[src/rtl/alu_defs_pkg.sv]
// Shared ALU definitions: funct codes, widths and the issue-sequencer state encoding.
package alu_defs;

  localparam int unsigned XLEN    = 32;
  localparam int unsigned FUNCT_W = 6;
  localparam int unsigned REG_W   = 5;
  localparam int unsigned SHAMT_W = 5;
  localparam int unsigned CNT_W   = 4;

  localparam logic [FUNCT_W-1:0] FN_SLL  = 6'h00;
  localparam logic [FUNCT_W-1:0] FN_SRL  = 6'h02;
  localparam logic [FUNCT_W-1:0] FN_SRA  = 6'h03;
  localparam logic [FUNCT_W-1:0] FN_MFHI = 6'h10;
  localparam logic [FUNCT_W-1:0] FN_MFLO = 6'h12;
  localparam logic [FUNCT_W-1:0] FN_MULT = 6'h18;
  localparam logic [FUNCT_W-1:0] FN_DIV  = 6'h1A;
  localparam logic [FUNCT_W-1:0] FN_ADD  = 6'h20;
  localparam logic [FUNCT_W-1:0] FN_SUB  = 6'h22;
  localparam logic [FUNCT_W-1:0] FN_AND  = 6'h24;
  localparam logic [FUNCT_W-1:0] FN_OR   = 6'h25;
  localparam logic [FUNCT_W-1:0] FN_XOR  = 6'h26;
  localparam logic [FUNCT_W-1:0] FN_NOR  = 6'h27;
  localparam logic [FUNCT_W-1:0] FN_SLT  = 6'h2A;

  typedef enum logic [2:0] {
    ST_IDLE  = 3'd0,
    ST_DRIVE = 3'd1,
    ST_PULSE = 3'd2,
    ST_WAIT  = 3'd3,
    ST_WB    = 3'd4
  } issue_state_e;

endpackage

[src/rtl/alu_funct_decode.sv]
// Classifies an R-type funct code: legality, shift operand routing and result destination.
module alu_funct_decode
  import alu_defs::*;
(
  input  logic [FUNCT_W-1:0] funct_i,
  output logic               legal_o,
  output logic               is_shift_o,
  output logic               writes_rd_o,
  output logic               writes_hilo_o
);

  always_comb begin
    legal_o       = 1'b0;
    is_shift_o    = 1'b0;
    writes_rd_o   = 1'b0;
    writes_hilo_o = 1'b0;
    case (funct_i)
      FN_SLL, FN_SRL, FN_SRA: begin
        legal_o     = 1'b1;
        is_shift_o  = 1'b1;
        writes_rd_o = 1'b1;
      end
      FN_MFHI, FN_MFLO, FN_ADD, FN_SUB, FN_AND, FN_OR, FN_XOR, FN_NOR, FN_SLT: begin
        legal_o     = 1'b1;
        writes_rd_o = 1'b1;
      end
      FN_MULT, FN_DIV: begin
        legal_o       = 1'b1;
        writes_hilo_o = 1'b1;
      end
      default: ;
    endcase
  end

endmodule

[src/rtl/alu_issue.sv]
// Issue sequencer for the edge-triggered ALU: latch operands, strobe go once,
// wait for the result to settle, then hand the writeback to the register file.
module alu_issue
  import alu_defs::*;
#(
  parameter int unsigned SETTLE_CYCLES = 1
) (
  input  logic                clk,
  input  logic                reset,
  input  logic                req_valid,
  output logic                req_ready,
  input  logic [XLEN-1:0]     instr,
  input  logic [XLEN-1:0]     rs_val,
  input  logic [XLEN-1:0]     rt_val,
  output logic [XLEN-1:0]     a,
  output logic [XLEN-1:0]     b,
  output logic [SHAMT_W-1:0]  shamt,
  output logic [FUNCT_W-1:0]  funct,
  output logic                go,
  input  logic [XLEN-1:0]     alu_out,
  input  logic [XLEN-1:0]     alu_hi,
  input  logic [XLEN-1:0]     alu_lo,
  output logic                wb_valid,
  input  logic                wb_ready,
  output logic [REG_W-1:0]    wb_rd,
  output logic [XLEN-1:0]     wb_data,
  output logic                err_illegal,
  output logic                err_div0,
  output logic                hilo_valid
);

  issue_state_e         state_q;
  logic [CNT_W-1:0]     cnt_q;
  logic [XLEN-1:0]      a_q, b_q, wb_data_q;
  logic [SHAMT_W-1:0]   shamt_q;
  logic [FUNCT_W-1:0]   funct_q;
  logic [REG_W-1:0]     wb_rd_q;
  logic                 go_q, wb_valid_q, err_ill_q, err_div0_q, hilo_valid_q;
  logic                 op_writes_rd_q, op_writes_hilo_q;

  logic [FUNCT_W-1:0]   req_funct;
  logic [REG_W-1:0]     req_rd;
  logic [SHAMT_W-1:0]   req_shamt;
  logic                 dec_legal, dec_shift, dec_writes_rd, dec_writes_hilo;
  logic                 req_div0;

  // HI/LO reach the register file through alu_out (MFHI/MFLO), so these are not consumed here.
  logic unused_ok;
  assign unused_ok = ^{instr[31:16], alu_hi, alu_lo};

  assign req_funct = instr[5:0];
  assign req_shamt = instr[10:6];
  assign req_rd    = instr[15:11];
  assign req_div0  = (req_funct == FN_DIV) && (rt_val == '0);

  alu_funct_decode u_decode (
    .funct_i       (req_funct),
    .legal_o       (dec_legal),
    .is_shift_o    (dec_shift),
    .writes_rd_o   (dec_writes_rd),
    .writes_hilo_o (dec_writes_hilo)
  );

  assign req_ready = (state_q == ST_IDLE) && !reset;

  // Sequencer: error pulses and go are single-cycle, everything else holds until changed.
  always_ff @(posedge clk) begin
    if (reset) begin
      state_q          <= ST_IDLE;
      cnt_q            <= '0;
      a_q              <= '0;
      b_q              <= '0;
      shamt_q          <= '0;
      funct_q          <= '0;
      go_q             <= 1'b0;
      wb_valid_q       <= 1'b0;
      wb_rd_q          <= '0;
      wb_data_q        <= '0;
      err_ill_q        <= 1'b0;
      err_div0_q       <= 1'b0;
      hilo_valid_q     <= 1'b0;
      op_writes_rd_q   <= 1'b0;
      op_writes_hilo_q <= 1'b0;
    end else begin
      go_q       <= 1'b0;
      err_ill_q  <= 1'b0;
      err_div0_q <= 1'b0;
      case (state_q)
        ST_IDLE: begin
          if (req_valid) begin
            if (!dec_legal) begin
              err_ill_q <= 1'b1;
            end else if (req_div0) begin
              err_div0_q <= 1'b1;
            end else begin
              // Shifts act on a, so rt is routed there to get MIPS semantics.
              a_q              <= dec_shift ? rt_val : rs_val;
              b_q              <= dec_shift ? '0 : rt_val;
              shamt_q          <= dec_shift ? req_shamt : '0;
              funct_q          <= req_funct;
              wb_rd_q          <= req_rd;
              op_writes_rd_q   <= dec_writes_rd;
              op_writes_hilo_q <= dec_writes_hilo;
              state_q          <= ST_DRIVE;
            end
          end
        end
        ST_DRIVE: begin
          go_q    <= 1'b1;
          state_q <= ST_PULSE;
        end
        ST_PULSE: begin
          cnt_q   <= CNT_W'(SETTLE_CYCLES);
          state_q <= ST_WAIT;
        end
        ST_WAIT: begin
          cnt_q <= cnt_q - CNT_W'(1);
          if (cnt_q == CNT_W'(1)) begin
            if (op_writes_rd_q && (wb_rd_q != '0)) begin
              wb_data_q  <= alu_out;
              wb_valid_q <= 1'b1;
              state_q    <= ST_WB;
            end else begin
              if (op_writes_hilo_q) hilo_valid_q <= 1'b1;
              state_q <= ST_IDLE;
            end
          end
        end
        ST_WB: begin
          if (wb_ready) begin
            wb_valid_q <= 1'b0;
            state_q    <= ST_IDLE;
          end
        end
        default: state_q <= ST_IDLE;
      endcase
    end
  end

  assign a           = a_q;
  assign b           = b_q;
  assign shamt       = shamt_q;
  assign funct       = funct_q;
  assign go          = go_q;
  assign wb_valid    = wb_valid_q;
  assign wb_rd       = wb_rd_q;
  assign wb_data     = wb_data_q;
  assign err_illegal = err_ill_q;
  assign err_div0    = err_div0_q;
  assign hilo_valid  = hilo_valid_q;

endmodule

[config.mk]
export PLATFORM = sky130hd
export DESIGN_NAME = alu_issue
export DESIGN_NICKNAME = d
export VERILOG_FILES = /design/src/rtl/alu_defs_pkg.sv /design/src/rtl/alu_funct_decode.sv /design/src/rtl/alu_issue.sv
export SDC_FILE = /design/constraint.sdc
export NUM_CORES = 1
export LEC_CHECK = 0
export ABC_CLOCK_PERIOD_IN_PS = 3860
export CAP_MARGIN = 0
export CORE_AREA = 2 2 123 125
export DETAILED_ROUTE_END_ITERATION = 8
export DIE_AREA = 0 0 125 127
export DONT_BUFFER_PORTS = 1
export PLACE_DENSITY = 0.57
export SYNTH_ARGS = -nofsm -noshare
export SYNTH_HDL_FRONTEND = slang
export SYNTH_HIERARCHICAL = 1
export SYNTH_SLANG_ARGS = --single-unit
[constraint.sdc]
create_clock -name clk -period 3.86 [get_ports clk]
set_input_delay 0.772 -clock clk [delete_from_list [all_inputs] [get_ports clk]]
set_output_delay 0.772 -clock clk [all_outputs]
set_load 0.05 [all_outputs]
=== Word-level counts from Yosys, hierarchy flattened ===
Cells that the tools add are included.

* Bits in registers: 126
* Output and inout bits: 118
* Logic and storage cells: 88
* Input port bits: 196

* Equality and inequality tests: 24
* Mux-type cells: 22
* $add $sub $neg: 1
* Reduce and logical (&&, ||, !) cells: 21
* Bitwise gates (word level): 5

{| class="wikitable"
|+ Operators by type and width
! kind !! count
|-
| two-way mux 32 bit || 2
|-
| equality test 6 bit (second input constant) || 7
|-
| zero test 32 bit || 1
|-
| equality test 6 x 5 -> 1 bit (second input constant) || 4
|-
| two-way mux 3 bit || 6
|-
| case mux 3 bit (5 select lines) || 1
|-
| OR reduction 14 bit || 1
|-
| equality test 6 x 2 -> 1 bit (second input constant) || 2
|-
| inequality test 2 bit (second input constant) || 6
|-
| AND reduction 4 bit || 3
|-
| OR reduction 12 bit || 1
|-
| two-way mux 1 bit || 10
|-
| case mux 4 bit (2 select lines) || 1
|-
| equality test 3 x 2 -> 1 bit (second input constant) || 2
|-
| zero test 6 bit || 1
|-
| OR reduction 3 bit || 2
|-
| two-way mux 5 bit || 1
|-
| NOT 1 bit || 5
|-
| AND reduction 5 bit || 1
|-
| nonzero test 5 bit || 1
|-
| equality test 4 x 1 -> 1 bit (second input constant) || 1
|-
| nonzero test 2 bit || 2
|-
| OR reduction 4 bit || 1
|-
| subtractor 4 x 1 -> 4 bit (second input constant) || 1
|-
| other kinds (8) || 10
|}

=== Depth between registers and ports, before layout ===
Gate-level depths: netlist of run 1.

* Word-level depth: 6
* Depth in mapped cells: 9

=== Modules after synthesis ===
Netlist of run 1, hierarchy kept.

{| class="wikitable"
|+ By module, submodules not included
! module !! sequential area each (µm²) !! area an instance (µm²) !! cells an instance !! instances
|-
| alu_issue || 2522.4 || 5024.8 || 507 || 1
|-
| alu_funct_decode || 0.0 || 86.3 || 14 || 1
|}

=== Worst setup path after synthesis of run 1 ===
No wires, ideal clock.

* Path type: in2reg
* From: input port instr[0]
* To: register a_q[10], in the netlist a[10]
* Arrival time: 2.310 ns
* Library setup time: 0.081 ns
* Cell stages on the path: 9
* Setup slack: 1.468 ns
* Cells stage by stage: nor3_2 nand2b_1 nand4_1 nand2_1 nor4_1 buf_2 clkbuf_1 a21oi_1 a211oi_2

* Word-level cells in the longest chain between the ends: 4
* Elaborated cells between the ends (all ways): 22

{| class="wikitable"
|+ RTL lines
! element !! RTL line !! RTL
|-
| from (decl) || alu_issue.sv:12 || <nowiki>input logic [XLEN-1:0] instr,</nowiki>
|-
| equality test 6 x 5 -> 1 bit (tied with other cells) || alu_funct_decode.sv:17 || <nowiki>case (funct_i)</nowiki>
|-
| OR reduction 14 bit (no line) * || n/a ||
|-
| two-way mux 1 bit * || alu_funct_decode.sv:17 ||
|-
| net dec_legal || alu_issue.sv:44 || <nowiki>logic dec_legal, dec_shift, dec_writes_rd, dec_writes_hilo;</nowiki>
|-
| AND reduction 4 bit (no line) * || n/a ||
|-
| to (signal assigned) || alu_issue.sv:97 || <nowiki>a_q <= dec_shift ? rt_val : rs_val;</nowiki>
|-
| to (decl) || alu_issue.sv:34 || <nowiki>logic [XLEN-1:0] a_q, b_q, wb_data_q;</nowiki>
|}

The timed path passes the listed nets; every way through them passes the cells marked *.
A chain may end at the register's enable or synchronous reset.

=== Worst setup path in the final report of run 1 ===
* From: input port rt_val[17]
* To: register a_q[31], in the netlist a[31]

* Word-level cells in the longest chain between the ends: 4

{| class="wikitable"
|+ RTL lines
! element !! RTL line !! RTL
|-
| from (decl) || alu_issue.sv:14 || <nowiki>input logic [XLEN-1:0] rt_val,</nowiki>
|-
| zero test 32 bit || alu_issue.sv:54 || <nowiki>assign req_div0 = (req_funct == FN_DIV) && (rt_val == '0);</nowiki>
|-
| logical AND 1 bit || alu_issue.sv:54 ||
|-
| NOT 1 bit (no line) || n/a ||
|-
| AND reduction 4 bit (no line) || n/a ||
|}

Every way passes these cells.

==> results of run 1 <==
-- area by class of cell --
| type | instances | area [um2] |
|---|---|---|
| fill | 1417 | 8660 |
| sequential | 126 | 2520 |
| multi-input combinational | 345 | 2360 |
| clock buffer | 22 | 454 |
| tap | 184 | 230 |
| clock inverter | 9 | 114 |
| timing repair buffer | 8 | 72.6 |
| inverter | 4 | 15.0 |
-- sequential cells by signal, indices dropped and copies added (netlist names), 3 cells and up --
register  cells
wb_data      32
shamt         5
b            32
funct         6
cnt_q         4
wb_rd         5
a            32
state_q       3
-- cell families after synthesis --
| logic type | count (synthesis) | synth area share |
|---|---|---|
| fa+ha+maj | 2 | 0.00490 |
| flops | 126 | 0.494 |
| mux | 33 | 0.0646 |
| simple gates | 152 | 0.159 |
| compound gates | 158 | 0.228 |
| buf+inv | 50 | 0.0502 |
-- through the flow --
stage | util | hold WS, ns | area, um2 | total power (W) | setup WS, ns
6_report | 0.400 | 0.436 | 5770 | 0.00326 | 1.20
5_1_grt | 0.400 | 0.416 | 5770 | 0.00339 | 1.00
4_1_cts | 0.400 | 0.420 | 5770 | 0.00330 | 1.13
3_5_place_dp | 0.360 | 0.461 | 5200 | 0.00175 | 0.708
3_3_place_gp | 0.360 | 0.459 | 5200 | 0.00175 | 0.797
2_1_floorplan | - | 0.439 | 5110 | 0.00173 | 1.47
-- synthesized netlist by cell type, drive strengths merged (2+ instances only) --
library cell,count,share of area
buf,22,0.030
nand3,4,0.0039
ha,2,0.0049
nor3,4,0.0049
nand2,68,0.050
nor4,10,0.012
dfxtp,126,0.49
o21ai,15,0.015
nand2b,16,0.020
nand3b,3,0.0044
clkbuf,24,0.018
a22o,37,0.063
nor3b,4,0.0059
inv,4,0.0029
a211oi,32,0.073
nor2b,2,0.0024
nor4b,3,0.0064
nor2,12,0.0088
a21oi,70,0.071
or3,2,0.0024
and3,2,0.0024
nand4b,14,0.024
mux2i,33,0.065
nand4,3,0.0037
-- worst paths after layout --
path	from	to	slack, ns	depth (start not counted)
worst min-delay path	reset	wb_data[28]	0.44	1
worst max-delay path	rt_val[17]	a[31]	1.20	6
worst max register to register	wb_rd[4]	wb_data[9]	1.48	5
worst min register to register	op_writes_hilo_q	op_writes_hilo_q	0.47	2
-- power by group through the flow --
stage	Clock, W	Combinational, W	Sequential, W
after floorplan	0	0.000171	0.00156
after detailed placement	0	0.000179	0.00157
after global routing	0.00164	0.000197	0.00155
final	0.00154	0.000177	0.00155
after CTS	0.00157	0.000179	0.00155
after global placement	0	0.000173	0.00157
-- routing by layer --
| metal | track usage | vias up |
|---|---|---|
| met5 | 0 | - |
| met4 | 0.0634 | 0 |
| met3 | 0.0741 | 18 |
| met2 | 0.293 | 178 |
| met1 | 0.196 | 1871 |
| li1 | - | 1853 |
-- critical path, cell delays in order --
cell and delay [ns]:
nor4_1 0.46, nand4_1 0.25, or3_2 0.63, and2_2 0.41
buf_12 0.26, a211oi_2 0.18
==> results.json, run 1 <==
{
  "outcome": "finished, final reports clean",
  "async_reset_ff_frac": 0,
  "stdcell_count": 698,
  "wl_met1_um": 5740,
  "grt_start_max_net_pins": 103,
  "numCtsBuffers": 17,
  "start_util": 0.354,
  "syn_area_per_cell_um2": 9.81,
  "syn_inst": 521,
  "drt-pass1-iter-count": 4,
  "rows": 44,
  "cts_tree": "done",
  "p_sw_frac": 0.266,
  "max_slew_margin": 0.602,
  "drt-initial-drc-count": 266,
  "p_int_w": 0.00239,
  "drt-total-wl_um": 14000,
  "grt_antenna_before_repair": 0,
  "crit_fanout": 23,
  "crit_required_ns": 4.19,
  "p_switching_w": 0.000868,
  "final_max_slew_viol_count": 0,
  "netlist_area_um2": 5110,
  "hold_violations": 0,
  "grt-ovfl-total": 0,
  "route.met2.wl_um": 6790,
  "finClkSkew_ns": 0.00557,
  "ctsResizeCount": 0,
  "vias_per_cell": 5.62,
  "final_common_cell": "dfxtp_1",
  "pwr-share-clk": 0.471,
  "tightest_slew_ns": 0.596,
  "ant_nets": 0,
  "io_buffer_count": 0,
  "track_usage": 0.173,
  "first_global_vias": 4143,
  "die_h_um": 127,
  "path_clk_slew_ns": 0.06,
  "layout-drive-gt1-share": 0.140,
  "fin_crit_ns": 2.66,
  "syn2layout_area_growth_pct": 12.8,
  "gp_congestion": 0.750,
  "ctsHoldBuffers": 0,
  "place_inst": 667,
  "clock-root-buffer": "clkbuf_16",
  "worstSetupStartpointType": "primary input",
  "syn_nets": 719,
  "worstHoldPathType": "in2reg",
  "dp_hpwl_um": 9330,
  "layout_common_cells": "dfxtp_1, a21oi_1, nand2_1",
  "antenna_cells": 0,
  "via_count": 3920,
  "fp.dieW_um": 125,
  "ys_seq_area_frac": 0.494,
  "routed-wl-met3_um": 1160,
  "comb_power_share": 0.054,
  "maxClockFrequency_mhz": 376,
  "ys_seq_elements": 126,
  "clkSinkCount": 126,
  "seq_power_share": 0.474,
  "synthDistinctLibCells": 40,
  "vdd_drop_max_mv": 0.294,
  "fin_nets": 700,
  "critPathArrivalTime_ns": 2.99,
  "drc_errors": 0,
  "die-area_um2": 15900,
  "rsz0062_at_grt": "false",
  "power.static_leakage_nw": 1.88,
  "cts_setup_buffers": 0,
  "pin_count": 314,
  "setup_viol_count_final": 0,
  "synth-main-ff-cell": "dfxtp_1",
  "core_um2": 14400,
  "power_per_cell_area_nw_per_um2": 565,
  "wl_per_cell_um": 20.0,
  "period_share": 0.689,
  "grt_pass1_wl_um": 21800,
  "max_cap_viol_count": 0,
  "crit_path_end_kind": "register",
  "critPathKind": "in2reg",
  "finalSetupTns_ns": 0,
  "routed.top_layer": "met4",
  "clk_latency_ns": 0.41,
  "yosysWarningCount": 6,
  "clockBufferDepth": 2,
  "synth_edf_count": 0,
  "htreeDepth": 4
}
Power figures use the tool's default switching activity.
==> inputs of run 2 (changes only) <==
Settings changed: ABC_CLOCK_PERIOD_IN_PS 3860 to 2300, PLACE_DENSITY 0.57 to 0.59.
Clock period 3.86 ns to 2.3 ns, I/O delays scaled along.
==> results.json, run 2 (same netlist as run 1, synthesis figures left out) <==
{
  "crit_chain": "nor4_1 > buf_4 > nand4_1 > or3_2 > and2_2 > buf_12 > a211oi_2",
  "cts_tree": "done",
  "wl_per_cell_um": 19.8,
  "critPathSlowestCell": "or3_2",
  "worstHoldPathType": "in2reg",
  "grt-ovfl-total": 0,
  "maxClockFrequency_mhz": 461,
  "clk_latency_ns": 0.41,
  "max_slew_margin": 0.588,
  "routed.top_layer": "met4",
  "multi_input_area_um2": 2360,
  "final_max_slew_viol_count": 0,
  "rows": 44,
  "final_common_cell": "dfxtp_1",
  "die_h_um": 127,
  "drt-total-wl_um": 14200,
  "gp_congestion": 0.767,
  "layout_common_cells": "dfxtp_1, a21oi_1, nand2_1",
  "outcome": "finished, final reports clean",
  "r2r-start": "wb_rd[4]",
  "layout-drive-gt1-share": 0.174,
  "r2r_end": "wb_data[8]",
  "critical_path.max_stage_delay_ns": 0.57,
  "clockBufferDepth": 2,
  "power_per_cell_area_nw_per_um2": 923,
  "start_util": 0.354,
  "fin_crit_ns": 2.17,
  "io_buffer_count": 0,
  "holdCritStartpoint": "reset",
  "hold-path-endpoint": "wb_data[25]",
  "finalSetupTns_ns": 0,
  "clkSinkCount": 126,
  "crit_required_ns": 2.62,
  "via_count": 3948,
  "worstSetupStartpointType": "primary input",
  "period_share": 0.944,
  "max_cap_viol_count": 0,
  "htreeDepth": 4,
  "ant_nets": 0,
  "vias_per_cell": 5.51,
  "first_global_vias": 4068,
  "r2r_cells": 5,
  "hold_violations": 0,
  "hold_depth": 1,
  "vdd_drop_max_mv": 0.515,
  "setup_viol_count_final": 0,
  "cts_setup_buffers": 0,
  "drt-pass1-iter-count": 4,
  "fp.dieW_um": 125,
  "core_um2": 14400,
  "tightest_slew_ns": 0.617,
  "grt_start_max_net_pins": 103,
  "ctsHoldBuffers": 0,
  "rsz0062_at_grt": "false",
  "ctsResizeCount": 0,
  "die-area_um2": 15900,
  "pin_count": 314,
  "power.static_leakage_nw": 2.00,
  "path_depth": 7,
  "fillers": 1406,
  "critPathTopFamily": "simple AND/OR/NAND/NOR gates",
  "numCtsBuffers": 17,
  "antenna_cells": 0,
  "fin_nets": 720,
  "grt_pass1_wl_um": 22100,
  "path_clk_slew_ns": 0.05,
  "syn2layout_area_growth_pct": 16.6,
  "crit_path_end_kind": "register",
  "finClkSkew_ns": 0.00574,
  "routed-wl-met3_um": 1260,
  "critPathKind": "in2reg",
  "regArea_um2": 2520,
  "wl_met1_um": 5930,
  "r2r_setup_slack_ns": 0.17,
  "clock-root-buffer": "clkbuf_16",
  "dp_hpwl_um": 10000,
  "final_util": 0.413,
  "track_usage": 0.178,
  "drt-initial-drc-count": 167,
  "crit_fanout": 27,
  "route.met2.wl_um": 6750,
  "grt_antenna_before_repair": 0,
  "cp_num_buf_inv": 2,
  "drc_errors": 0,
  "critPathArrivalTime_ns": 2.49
}
-- run 2: power by group --
part	total, W	switching (W)	internal (W)
Clock	0.00258	0.000966	0.00161
Combinational	0.000348	0.000190	0.000157
Sequential	0.00258	0.000315	0.00227
-- run 2: routing by layer --
| layer | vias up | track usage |
|---|---|---|
| met5 | - | 0 |
| met4 | 0 | 0.0601 |
| li1 | 1891 | - |
| met2 | 158 | 0.291 |
| met3 | 18 | 0.0829 |
| met1 | 1881 | 0.207 |
-- run 2: per-stage QoR --
stage                     cell area [um2]  power [W]  std cells  hold slack, ns  worst slack (ns)
after floorplan                      5110    0.00290        521           0.439             0.220
after global placement               5400    0.00297        687           0.453            -0.140
after detailed placement             5400    0.00298        687           0.461            -0.185
after CTS                            5960    0.00556        717           0.103             0.132
after global routing                 5960    0.00571        717          0.0973           0.00476
final                                5960    0.00550        717           0.126             0.130
-- run 2: layout make-up --
class                           count  area share
Clock inverter                     10      0.0195
Clock buffer                       20      0.0749
Tap cell                          184      0.0386
Sequential cell                   126       0.423
Timing Repair Buffer               28      0.0458
Inverter                            4     0.00252
Multi-Input combinational cell    345       0.396
-- run 2: how the worst max path moves through the flow --
stage / startpoint / endpoint
after floorplan: instr[0] / a[10]
after global placement: rt_val[19] / a[21]
after detailed placement: rt_val[19] / a[27]
after CTS: wb_rd[4] / wb_data[8]
after global routing: wb_rd[4] / wb_data[13]
final: rt_val[19] / a[27]
==> inputs of run 3 (changes only) <==
Settings changed: SKIP_CTS_REPAIR_TIMING from default to 1.
==> results of run 3 <==
Same layout as run 2: the final DEF is identical, and so are final timing and power.
